[src/rtl/serial_addsub.sv]
// Bit-serial adder/subtractor: one result bit per clock, LSB first, single full-adder slice.
// Latency: start accepted at edge 0 -> done pulse in the cycle after edge WIDTH+1.
// Backpressure: none; start is taken only in IDLE, ignored in RUN/DONE (busy high).
//
// Ports:
//   clk, rst_n        clock, async active-low reset
//   start, sub, a, b  request, op select (0 add / 1 sub) and operands, sampled together
//   busy, done        operation in progress / one-cycle completion pulse
//   sum, c_out, ovf   result mod 2^WIDTH, MSB carry (sub: 1 = no borrow), signed overflow
module serial_addsub #(
  parameter int WIDTH = 8
) (
  input  logic             clk,
  input  logic             rst_n,
  input  logic             start,
  input  logic             sub,
  input  logic [WIDTH-1:0] a,
  input  logic [WIDTH-1:0] b,
  output logic             busy,
  output logic             done,
  output logic [WIDTH-1:0] sum,
  output logic             c_out,
  output logic             ovf
);

  localparam int CW = $clog2(WIDTH);

  typedef enum logic [1:0] {
    S_IDLE,
    S_RUN,
    S_DONE
  } state_t;

  state_t           r_state;
  logic [WIDTH-1:0] r_a;
  logic [WIDTH-1:0] r_b;
  logic             r_carry;
  logic [CW-1:0]    r_cnt;
  logic [WIDTH-1:0] r_sum;
  logic             r_c_out;
  logic             r_c_msb;   // carry into bit WIDTH-1, kept for the overflow flag
  logic             r_busy;
  logic             r_done;

  logic             w_bit;
  logic             w_cout;

  // Full-adder slice on the current operand LSBs.
  assign w_bit  = r_a[0] ^ r_b[0] ^ r_carry;
  assign w_cout = (r_a[0] & r_b[0]) | (r_a[0] & r_carry) | (r_b[0] & r_carry);

  always_ff @(posedge clk or negedge rst_n) begin
    if (!rst_n) begin
      r_state <= S_IDLE;
      r_a     <= '0;
      r_b     <= '0;
      r_carry <= 1'b0;
      r_cnt   <= '0;
      r_sum   <= '0;
      r_c_out <= 1'b0;
      r_c_msb <= 1'b0;
      r_busy  <= 1'b0;
      r_done  <= 1'b0;
    end else begin
      // busy/done are registered views of the state, so they trail it by one
      // cycle: busy spans RUN+DONE as seen outside, done marks the final cycle.
      r_busy <= (r_state != S_IDLE);
      r_done <= (r_state == S_DONE);

      case (r_state)
        S_IDLE: begin
          // While done is still visible the DONE cycle is not over yet, so a
          // start seen in that cycle is dropped.
          if (start && !r_done) begin
            r_a     <= a;
            r_b     <= b ^ {WIDTH{sub}};   // a - b == a + ~b + 1
            r_carry <= sub;
            r_cnt   <= '0;
            r_state <= S_RUN;
          end
        end

        S_RUN: begin
          r_sum   <= {w_bit, r_sum[WIDTH-1:1]};
          r_a     <= r_a >> 1;
          r_b     <= r_b >> 1;
          r_carry <= w_cout;
          r_cnt   <= r_cnt + 1'b1;
          if (r_cnt == CW'(WIDTH - 1)) begin
            r_c_out <= w_cout;
            r_c_msb <= r_carry;
            r_state <= S_DONE;
          end
        end

        S_DONE: begin
          r_state <= S_IDLE;
        end

        default: begin
          r_state <= S_IDLE;
        end
      endcase
    end
  end

  assign busy  = r_busy;
  assign done  = r_done;
  assign sum   = r_sum;
  assign c_out = r_c_out;
  assign ovf   = r_c_msb ^ r_c_out;

endmodule

[config.mk]
export PLATFORM = sky130hd
export DESIGN_NAME = serial_addsub
export DESIGN_NICKNAME = d
export VERILOG_FILES = /design/src/rtl/serial_addsub.sv
export SDC_FILE = /design/constraint.sdc
export NUM_CORES = 1
export LEC_CHECK = 0
export CAP_MARGIN = 25
export CORE_AREA = 4 4 62 64
export DETAILED_ROUTE_END_ITERATION = 10
export DIE_AREA = 0 0 66 68
export PLACE_DENSITY = 0.75
export SYNTH_ARGS = -nofsm -noshare
export SYNTH_HDL_FRONTEND = slang
export SYNTH_SLANG_ARGS = --single-unit
[constraint.sdc]
create_clock -name clk -period 2 [get_ports clk]
set_input_delay 0.2 -clock clk [delete_from_list [all_inputs] [get_ports clk]]
set_output_delay 0.2 -clock clk [all_outputs]
set_load 0.01 [all_outputs]
# Word-level counts from Yosys, hierarchy flattened

Cells that the tools add are included.

Add/sub/neg operators: 1
Equal/unequal tests: 5
Mux-type cells: 11
Bitwise logic cells: 9
Reductions and logical operators: 8

Operators by type and width:

| kind                                                            | number |
|---|---|
| 8-bit case mux with 2 select lines                              | 2 |
| 8-bit two-way mux                                               | 2 |
| 8-bit bitwise XOR                                               | 1 |
| 3-bit case mux with 2 select lines                              | 1 |
| 2-bit AND reduction                                             | 3 |
| 2-bit two-way mux                                               | 2 |
| 2-bit != test, second input constant                            | 2 |
| 2-bit case mux with 2 select lines                              | 1 |
| 2-bit nonzero test                                              | 2 |
| 3-bit by 1-bit adder with 3-bit output, second input constant   | 1 |
| 1-bit bitwise AND                                               | 3 |
| 3-bit == test, second input constant                            | 1 |
| 3-bit two-way mux                                               | 1 |
| 1-bit bitwise XOR                                               | 3 |
| 2-bit by 1-bit == test with 1-bit output, second input constant | 1 |
| 2-bit == test, second input constant                            | 1 |
| 2-bit logical NOT                                               | 1 |
| 1-bit OR                                                        | 2 |
| 1-bit case mux with 2 select lines                              | 1 |
| 1-bit logical AND                                               | 1 |
| 1-bit logical NOT                                               | 1 |
| 1-bit two-way mux                                               | 1 |

Bits in registers: 34
Input port bits: 20
Output and inout port bits: 12
Word-level logic and storage cells: 44

# Logic depth before layout (Yosys ltp)

Gate-level depths: netlist of the first run.

Depth in word-level cells: 4
Depth in mapped cells: 5
Gate-level depth less buffers: 4

# Worst setup path after synthesis of the first run

No wires, ideal clock.

Kind: register -> register
From: register r_a[0]
To: register r_carry
Library setup time: 0.125 ns
Data arrival time: 1.330 ns
Data required time: 1.875 ns
Setup slack: 0.546 ns
Stages on the path, launching flop included: 4
Path buffers: 0
Clock period less this slack: 1.454 ns
Cells stage by stage: dfrtp_1 fa_1 mux2_1 mux2_2

Longest elaborated chain between the ends: 4
Elaborated cells on any way between the ends: 5
Classes of those cells: 1 x mux; 4 x bitwise

RTL lines:

| what                                 | line | source |
|---|---|---|
| from (decl)                          | 35   | `logic [WIDTH-1:0] r_a;` |
| from (signal assigned)               | 85   | `r_a <= r_a >> 1;` |
| 1-bit bitwise AND                    | 50   | `assign w_cout = (r_a[0] & r_b[0]) \| (r_a[0] & r_carry) \| (r_b[0] & r_carry);` |
| 1-bit OR * (2 in series)             | 50   |  |
| net w_cout                           | 46   | `logic w_cout;` |
| 1-bit case mux with 2 select lines * | 70   | `case (r_state)` |
| to (signal assigned)                 | 77   | `r_carry <= sub;` |
| to (signal assigned)                 | 87   | `r_carry <= w_cout;` |
| to (decl)                            | 37   | `logic r_carry;` |

The timed path passes the listed nets; every way through them passes the cells marked *.
A chain may end at the register's enable or synchronous reset.

# Worst setup path in the final report of the first run

From: register r_c_out (netlist: c_out)
To: output ovf

Longest elaborated chain between the ends: 1

RTL lines:

| what                   | line | source |
|---|---|---|
| from (decl)            | 40   | `logic r_c_out;` |
| from (signal assigned) | 90   | `r_c_out <= w_cout;` |
| 1-bit bitwise XOR      | 111  | `assign ovf = r_c_msb ^ r_c_out;` |
| to (decl)              | 23   | `output logic ovf` |

Every way passes these cells.

==> results of run 1 <==
-- worst min-delay path by stage --
stage                                      end                  from  slack, ps
after detailed placement    r_a[3]$_DFFE_PN0P_    r_a[3]$_DFFE_PN0P_        490
after CTS                       busy$_DFF_PN0_                 rst_n        260
after global placement    r_cnt[1]$_DFFE_PN0P_  r_cnt[1]$_DFFE_PN0P_        490
after global routing        r_b[0]$_DFFE_PN0P_                 rst_n        280
after floorplan                 busy$_DFF_PN0_                 rst_n       -100
final                       r_a[2]$_DFFE_PN0P_                 rst_n        260
-- synthesized netlist by cell type --
master	instances
a221o_1	7
a22o_1	4
and2b_2	1
buf_2	2
buf_6	4
clkbuf_4	1
dfrtp_1	34
fa_1	1
ha_1	2
inv_1	2
inv_2	1
mux2_1	8
mux2_2	17
mux2_4	2
nand2_2	1
nor2_2	7
nor2b_1	1
nor2b_2	1
o21ai_0	1
o21bai_1	1
or2_2	1
or4b_4	1
xnor2_1	7
xor2_1	2
-- stage by stage --
step	hold WS [ps]	area, µm²	total power (W)	instances	setup slack, ps
after floorplan	-95.6	1570	0.00206	109	546
after global placement	488	1910	0.00242	183	384
after detailed placement	490	1910	0.00248	183	322
after CTS	262	1950	0.00283	190	307
after global routing	280	1950	0.00300	190	234
final	258	1950	0.00278	190	337
-- area by class of cell --
| type | instances | area (µm²) | area share [%] |
|---|---|---|---|
| multi-input cells | 65 | 647 | 33.1 |
| inverters | 3 | 11.3 | 0.577 |
| well taps | 46 | 57.6 | 2.95 |
| flip-flops and latches | 34 | 851 | 43.6 |
| repair buffers | 35 | 340 | 17.4 |
| clock buffers | 7 | 45.0 | 2.31 |
-- cell families after synthesis --
family,synth area share [%]
DFF,54.1
and+or+nand+nor,5.97
adders and majority gates,2.87
AOI/OAI and AO/OA,7.48
muxes,19.8
xor gates and xnor gates,5.02
buffers and inverters,4.70
-- power groups by stage --
stage | clock network, W | logic, W | registers (W)
after global placement | 0 | 0.00124 | 0.00118
after floorplan | 0 | 0.000864 | 0.00120
after global routing | 0.000393 | 0.00139 | 0.00122
after detailed placement | 0 | 0.00128 | 0.00120
final | 0.000340 | 0.00126 | 0.00118
after CTS | 0.000358 | 0.00128 | 0.00119
-- worst max-delay path: cells and delay by family, from the launching register on --
| kind | cells | cell delay (ps) |
|---|---|---|
| buffers and inverters | 1 | 550 |
| XOR/XNOR | 1 | 160 |
| flip-flops | 1 | 420 |
-- registers in the layout (all words and copies together) (netlist names) --
name and count:
r_cnt 3, r_state 2, r_c_msb 1, r_carry 1, r_b 8, busy 1
done 1, c_out 1, r_a 8, sum 8
-- cell usage in the layout, fill, tap and decap left out, drive strengths merged, types with 3 or more instances in the layout --
cell,instances
dfrtp,34
clkdlybuf4s50,31
mux2,27
xnor2,7
nor2,7
a221o,7
clkbuf,7
a22o,4
buf,4
inv,3
-- layer usage --
| layer | global-route usage, % | share of wire (%) | wire [µm] | vias to the layer above |
|---|---|---|---|---|
| li1 | - | - | - | 455 |
| met1 | 15.2 | 41 | 1090 | 461 |
| met2 | 24.0 | 49 | 1300 | 31 |
| met3 | 3.61 | 6.1 | 160 | 7 |
| met4 | 10.7 | 3.1 | 82 | 0 |
| met5 | 0 | 0 | 0 | - |
==> metrics, run 1 <==
CP max stage cell=clkdlybuf4s50_1; site row count=21; # DRC=0; Placer Congestion=0.720; Hold Vio Cnt, Final=0; min cycle time layout=1660 ps; via count=954; clock sink total=34; mean post-synth cell area=14.4 µm²; Lkg Pwr=0.860 nW; RSZ-0062 raised after global routing=false; area of the core=0.00328 mm²; die height=68 µm; first-pass GRT wire length=4.53 mm; crit path from=c_out$_DFFE_PN0P_; internal power=0.00191 W; Area contributors post-synth=dfrtp_1 (54%), mux2_2 (12%), mux2_1 (5.7%); Worst EP required=1800 ps; Max clock buf depth=2; Worst-path clk slew=90 ps; initial core utilization=47.8%; critical path fanouts, max=3; DIE AREA=0.00449 mm²; share of the synthesized area in the top cell type=54.1%; Synth-to-Final Area Change=24.2%; Worst slew margin=67.9%; number of max-cap violations=0; Detailed Place HPWL=1.95 mm; Max stage delay on crit path=550 ps; largest net degree at the start of global routing=35; clk_skew=7.09 ps; Post-Route WL=2.64 mm; TritonCTS clock tree=done; CTS buffer count=5; TNS Setup=0 ps; vias in the first global route=1010; Worst setup SP type=flop; I/O pins=32; Critical Path, Cell by Cell=xor2_1, clkdlybuf4s50_1; kind of critical path=reg2out; Initial DRC Count=46; Seq cells post-synth=34; Power Density=1420 mW/mm²; DRT Pass-1 Iters=4; Clk pwr share=12.2%; register share of total power=42.5%; Global Route Usage Sum=14.2%; Worst R2R Start=r_state[0]$_DFFE_PN0P_; routed length per instance=13.9 µm; Net Sw Power=0.000872 W; share of cells above drive strength 1=28.5%; Setup crit end kind=primary output; Post-CTS Setup Inserts=0; via/cell ratio=5.02; Comb pwr share=45.3%; leading area contributor after synthesis=dfrtp_1; H-tree depth=2; Max Freq=0.601 GHz; unique cell type count in the Yosys netlist=24; synthesized area=0.00157 mm²; Port Buffers=31; Synth Instances=109; Reg-to-Reg End=c_out$_DFFE_PN0P_; reg2reg setup slack=400 ps; global route overflow=0; setup violators final=0; Slew Viols, Final=0; post-CTS sizing=0; final worst-path cycle share=83.2%; nets=167; die width=66 µm; register area share after synthesis=54.1%; n_diodes=0; Hold Path Class=in2async; Least-Margin Pin Slew=480 ps; Ys Warns=0; peak supply drop=541 µV; sw frac=31.4%; Critical Path AT=1460 ps; Clock Tree Root=clkbuf_4; worst reg-to-reg path cell count=4; fill cell count=274; Final Core Density=59.4%; crit path to=ovf; hold_buf cts=0; initial antenna violation count=0; net count after synthesis=132; status=complete, no violations; Post-DRT Antenna Nets=0; clk_lat worst skew=330 ps
(Power assumes the default switching activity.)
==> run 2, diff against run 1 <==
- clock period: 2 -> 1.66 ns (I/O delays scaled with it)
==> metrics, run 2 (synthesized netlist as in run 1, its figures left out) <==
status=complete, no violations; Max Freq=0.648 GHz; kind of critical path=reg2reg; final worst-path cycle share=93.0%; Worst setup SP type=flop; TNS Setup=0 ps (unchanged); RSZ-0062 raised after global routing=false; Hold Path Class=in2async; Non-Filler Instances=191 (+0.53%); register share of total power=40.6% (-1.9 points); Critical Path, Cell by Cell=fa_1, mux2_1, mux2_2; # DRC=0 (unchanged); initial core utilization=47.8% (unchanged); global route overflow=0 (unchanged); site row count=21 (unchanged); internal power=0.00247 W (+29%); via count=954 (unchanged); Worst EP required=1880 ps (+80 ps); Synth-to-Final Area Change=27.1%; Setup crit end kind=flop; critical path fanouts, max=2 (-1); most frequent cells in the layout=dfrtp_1 (34), clkdlybuf4s50_1 (30), mux2_2 (17), mux2_1 (8); Power Density=1770 mW/mm² (+24%); Worst slew margin=72.6% (+4.6 points); clk_skew=6.92 ps (-0.171 ps); die width=66 µm (unchanged); H-tree depth=2 (unchanged); Slew Viols, Final=0 (unchanged); via/cell ratio=4.99 (-0.52%); Reg-to-Reg End=r_carry$_DFFE_PN0P_; Port Buffers=31 (unchanged); routed length per instance=13.1 µm (-5.2%); Lkg Pwr=0.891 nW (+3.6%); clock sink total=34 (unchanged); Placer Congestion=0.712 (-1.0%); Placed Area=0.00192 mm² (+0.66%); Post-Route WL=2.51 mm (-4.7%); worst reg-to-reg path cell count=3 (-1); Final Cell Area=0.00200 mm² (+2.3%); Comb pwr share=43.3% (-2.0 points); Hold Vio Cnt, Final=0 (unchanged); I/O pins=32 (unchanged); Global Route Usage Sum=13.2% (-0.97 points); Post-DRT Antenna Nets=0 (unchanged); TritonCTS clock tree=done; area of the core=0.00328 mm² (unchanged); reg2reg setup slack=120 ps (-280 ps); Max stage delay on crit path=450 ps (-100 ps); Initial DRC Count=31 (-33%); Worst R2R Start=r_a[0]$_DFFE_PN0P_; Detailed Place HPWL=1.78 mm (-8.5%); DIE AREA=0.00449 mm² (unchanged); setup violators final=0 (unchanged); min cycle time layout=1540 ps; vias in the first global route=973 (-3.7%); initial antenna violation count=0 (unchanged); Max clock buf depth=2 (unchanged); largest net degree at the start of global routing=35 (unchanged); most common cell after layout, fill and taps aside=dfrtp_1; Least-Margin Pin Slew=412 ps (-68.1 ps); Worst-path clk slew=100 ps (about the same); Net Sw Power=0.00106 W (+22%); Clk pwr share=16.1% (+3.9 points); DRT Pass-1 Iters=4 (unchanged); crit path from=r_a[0]$_DFFE_PN0P_; share of cells above drive strength 1=29.0% (+0.49 points); nets=167 (unchanged); clk_lat worst skew=330 ps (about the same); Critical Path AT=1770 ps (+310 ps); number of max-cap violations=0 (unchanged); Clock Tree Root=clkbuf_4; n_diodes=0 (unchanged); sw frac=30.0% (-1.3 points); die height=68 µm (unchanged); CTS buffer count=5 (unchanged); placed cell count=183 (unchanged); CP max stage cell=fa_1; peak supply drop=753 µV (+39%); first-pass GRT wire length=4.33 mm (-4.4%)
run 2: critical path: cells and delay by family, from the launching register on:
family | cells | cell delay, ps
flip-flops | 1 | 430
multiplexers | 2 | 560
adder cells (fa/ha/maj) | 1 | 450
run 2: area by class of cell:
cell class              instances  area [µm²]
multi-input cells              65         647
flip-flops and latches         34         851
well taps                      46        57.6
repair buffers                 35         355
clock buffers                   7        45.0
inverters                       3        11.3
clock inverters                 1        30.0
fillers                       256        1290
run 2: what timing repair did:
action                     4_1_cts  5_1_grt
hold buffers                     0        0
buffers inserted                 0        0
gates resized for setup          0        1
setup endpoints to repair        0        1
run 2: worst max-delay path by stage:
stage / to / slack (ps) / depth (start not counted)
floorplan: r_carry$_DFFE_PN0P_ / 210 / 3
global placement: r_carry$_DFFE_PN0P_ / 100 / 5
detailed placement: r_a[6]$_DFFE_PN0P_ / 80 / 5
CTS: ovf / 10 / 2
global route: r_a[1]$_DFFE_PN0P_ / 60 / 4
finish: r_carry$_DFFE_PN0P_ / 120 / 3
run 2: power groups by stage:
stage	logic (W)	registers [W]	clock network, W
after floorplan	0.00104	0.00145	0
after global placement	0.00151	0.00142	0
after detailed placement	0.00157	0.00145	0
after CTS	0.00156	0.00143	0.000588
after global routing	0.00168	0.00148	0.000626
final	0.00153	0.00143	0.000568
run 2: routing by layer:
| layer | GRT usage (%) | share of wire (%) | up-vias |
|---|---|---|---|
| met5 | 0 | 0 | - |
| met4 | 6.85 | 2.5 | 0 |
| met3 | 4.76 | 5.8 | 6 |
| met2 | 21.9 | 48 | 29 |
| met1 | 15.0 | 44 | 464 |
| li1 | - | - | 455 |
run 2: stage by stage:
stage	setup WS [ps]	util, %	hold slack, ps	power [W]
2_1_floorplan	206	-	-130	0.00249
3_3_place_gp	95.1	58.4	485	0.00293
3_5_place_dp	84.2	58.4	490	0.00301
4_1_cts	14.3	60.7	238	0.00359
5_1_grt	63.2	60.8	253	0.00379
6_report	117	60.8	235	0.00353
==> run 3, diff against run 2 <==
- PLACE_DENSITY: 0.75 -> unset
- PLACE_DENSITY_LB_ADDON: unset -> 0.2
==> metrics, run 3 (synthesized netlist as in run 1, its figures left out) <==
status=complete, no violations; crit path to=r_carry$_DFFE_PN0P_; GR Util met2=21.8% (-0.13 points); H-tree depth=2 (unchanged); DRT Pass-1 Iters=4 (unchanged); met3 Usage GRT=4.43% (-0.33 points); hold_buf cts=0 (unchanged); Worst setup SP type=flop; Max stage delay on crit path=450 ps (about the same); reg2reg setup slack=150 ps (+30 ps); met1 Usage GRT=16.5% (+1.5 points); setup violators final=0 (unchanged); vias in the first global route=1020 (+4.8%); initial antenna violation count=0 (unchanged); Placer Congestion=0.752 (+5.5%); clk_skew=8.73 ps (+1.81 ps); kind of critical path=reg2reg; clock sink total=34 (unchanged); Max Freq=0.661 GHz (+2.0%); TritonCTS clock tree=done; CTS buffer count=5 (unchanged); initial core utilization=47.8% (unchanged); Worst EP required=1880 ps (about the same); peak supply drop=571 µV (-24%); Worst-path clk slew=100 ps (about the same); largest net degree at the start of global routing=35 (unchanged); Hold Path Class=in2async; Hold Vio Cnt, Final=0 (unchanged); clk_lat worst skew=330 ps (about the same); crit path from=r_state[1]$_DFFE_PN0P_; fill cell count=284 (+11%); TNS Setup=0 ps (unchanged); Final Hold Slack=234 ps (-1.13 ps); global route hottest layer=met2; final worst-path cycle share=91.1% (-1.9 points); Critical Path, Cell by Cell=nor2b_4, buf_12, mux2_1, mux2_2; Worst slew margin=72.7% (+0.19 points); Initial DRC Count=21 (-32%); via/cell ratio=4.98 (-0.31%); routed length per instance=13.6 µm (+3.8%); global route overflow=0 (unchanged); Least-Margin Pin Slew=409 ps (-2.79 ps); post-CTS sizing=0 (unchanged); share of cells above drive strength 1=30.6% (+1.6 points); die width=66 µm (unchanged); RSZ-0062 raised after global routing=false; n_diodes=0 (unchanged); I/O pins=32 (unchanged); Lkg Pwr=0.908 nW (+1.9%); Post-DRT Antenna Nets=0 (unchanged); Worst R2R Start=r_state[1]$_DFFE_PN0P_; site row count=21 (unchanged); CP max stage cell=dfrtp_1; Global Route Usage Sum=13.6% (+0.39 points); critical path fanouts, max=21 (+19); Critical Path AT=1730 ps (-40 ps); worst reg-to-reg path cell count=4 (+1); number of max-cap violations=0 (unchanged); Post-CTS Setup Inserts=0 (unchanged); min cycle time layout=1510 ps (-30.8 ps); via count=961 (+0.73%); Setup crit end kind=flop; area of the core=0.00328 mm² (unchanged); Clock Tree Root=clkbuf_4; Slew Viols, Final=0 (unchanged); Power Density=1740 mW/mm² (-1.7%); Post-Route WL=2.63 mm (+4.9%); Max clock buf depth=2 (unchanged); Reg-to-Reg End=r_carry$_DFFE_PN0P_; first-pass GRT wire length=4.57 mm (+5.6%); # DRC=0 (unchanged); Port Buffers=31 (unchanged); die height=68 µm (unchanged); Detailed Place HPWL=1.96 mm (+9.8%); most common cell after layout, fill and taps aside=dfrtp_1; Synth-to-Final Area Change=28.2%; most frequent cells in the layout=dfrtp_1 (34), clkdlybuf4s50_1 (30), mux2_2 (17), mux2_1 (8); nets=169 (+1.2%); DIE AREA=0.00449 mm² (unchanged)
run 3: worst max-delay path: cells and delay by family, from the launching register on:
kind | cells | cell delay, ps
AND/OR/NAND/NOR | 1 | 200
buffers and inverters | 1 | 180
multiplexers | 2 | 580
flip-flops | 1 | 450
run 3: worst min-delay path by stage:
stage	to	slack, ps	from	cells after the start
floorplan	busy$_DFF_PN0_	-130	rst_n	0
global placement	r_a[1]$_DFFE_PN0P_	480	r_a[1]$_DFFE_PN0P_	1
detailed placement	r_a[4]$_DFFE_PN0P_	490	r_a[4]$_DFFE_PN0P_	1
CTS	r_a[3]$_DFFE_PN0P_	240	rst_n	2
global route	r_state[1]$_DFFE_PN0P_	280	rst_n	2
finish	r_a[6]$_DFFE_PN0P_	230	rst_n	2
run 3: cell type report:
type                       instances  area, µm²  area share, %
sequential                        34        851           42.2
inverter                           3       11.3          0.559
clock inverter                     1       5.00          0.248
multi-input combinational         65        652           32.4
timing repair buffer              37        383           19.0
tap                               46       57.6           2.86
clock buffer                       7       55.1           2.73
run 3: layer usage:
metal / routed length [µm] / share of wire, %
met2: 1260 / 48
met3: 136 / 5.2
met1: 1180 / 45
met5: 0 / 0
met4: 57 / 2.2
run 3: report_power, final:
group / leakage, nW / switching, W / internal (W) / total (W)
clock: 0.0353 / 0.000257 / 0.000205 / 0.000462
sequential: 0.422 / 0.000236 / 0.00120 / 0.00143
combinational: 0.451 / 0.000587 / 0.00102 / 0.00160
run 3: metrics by stage:
step | instances | power (W) | area [µm²] | util (%) | setup slack [ps]
floorplan | 109 | 0.00249 | 1570 | - | 206
global placement | 185 | 0.00300 | 1950 | 59.3 | 103
detailed placement | 185 | 0.00308 | 1950 | 59.3 | 92.9
CTS | 193 | 0.00355 | 2010 | 61.1 | 3.91
global route | 193 | 0.00378 | 2010 | 61.3 | 49.0
finish | 193 | 0.00350 | 2010 | 61.3 | 148
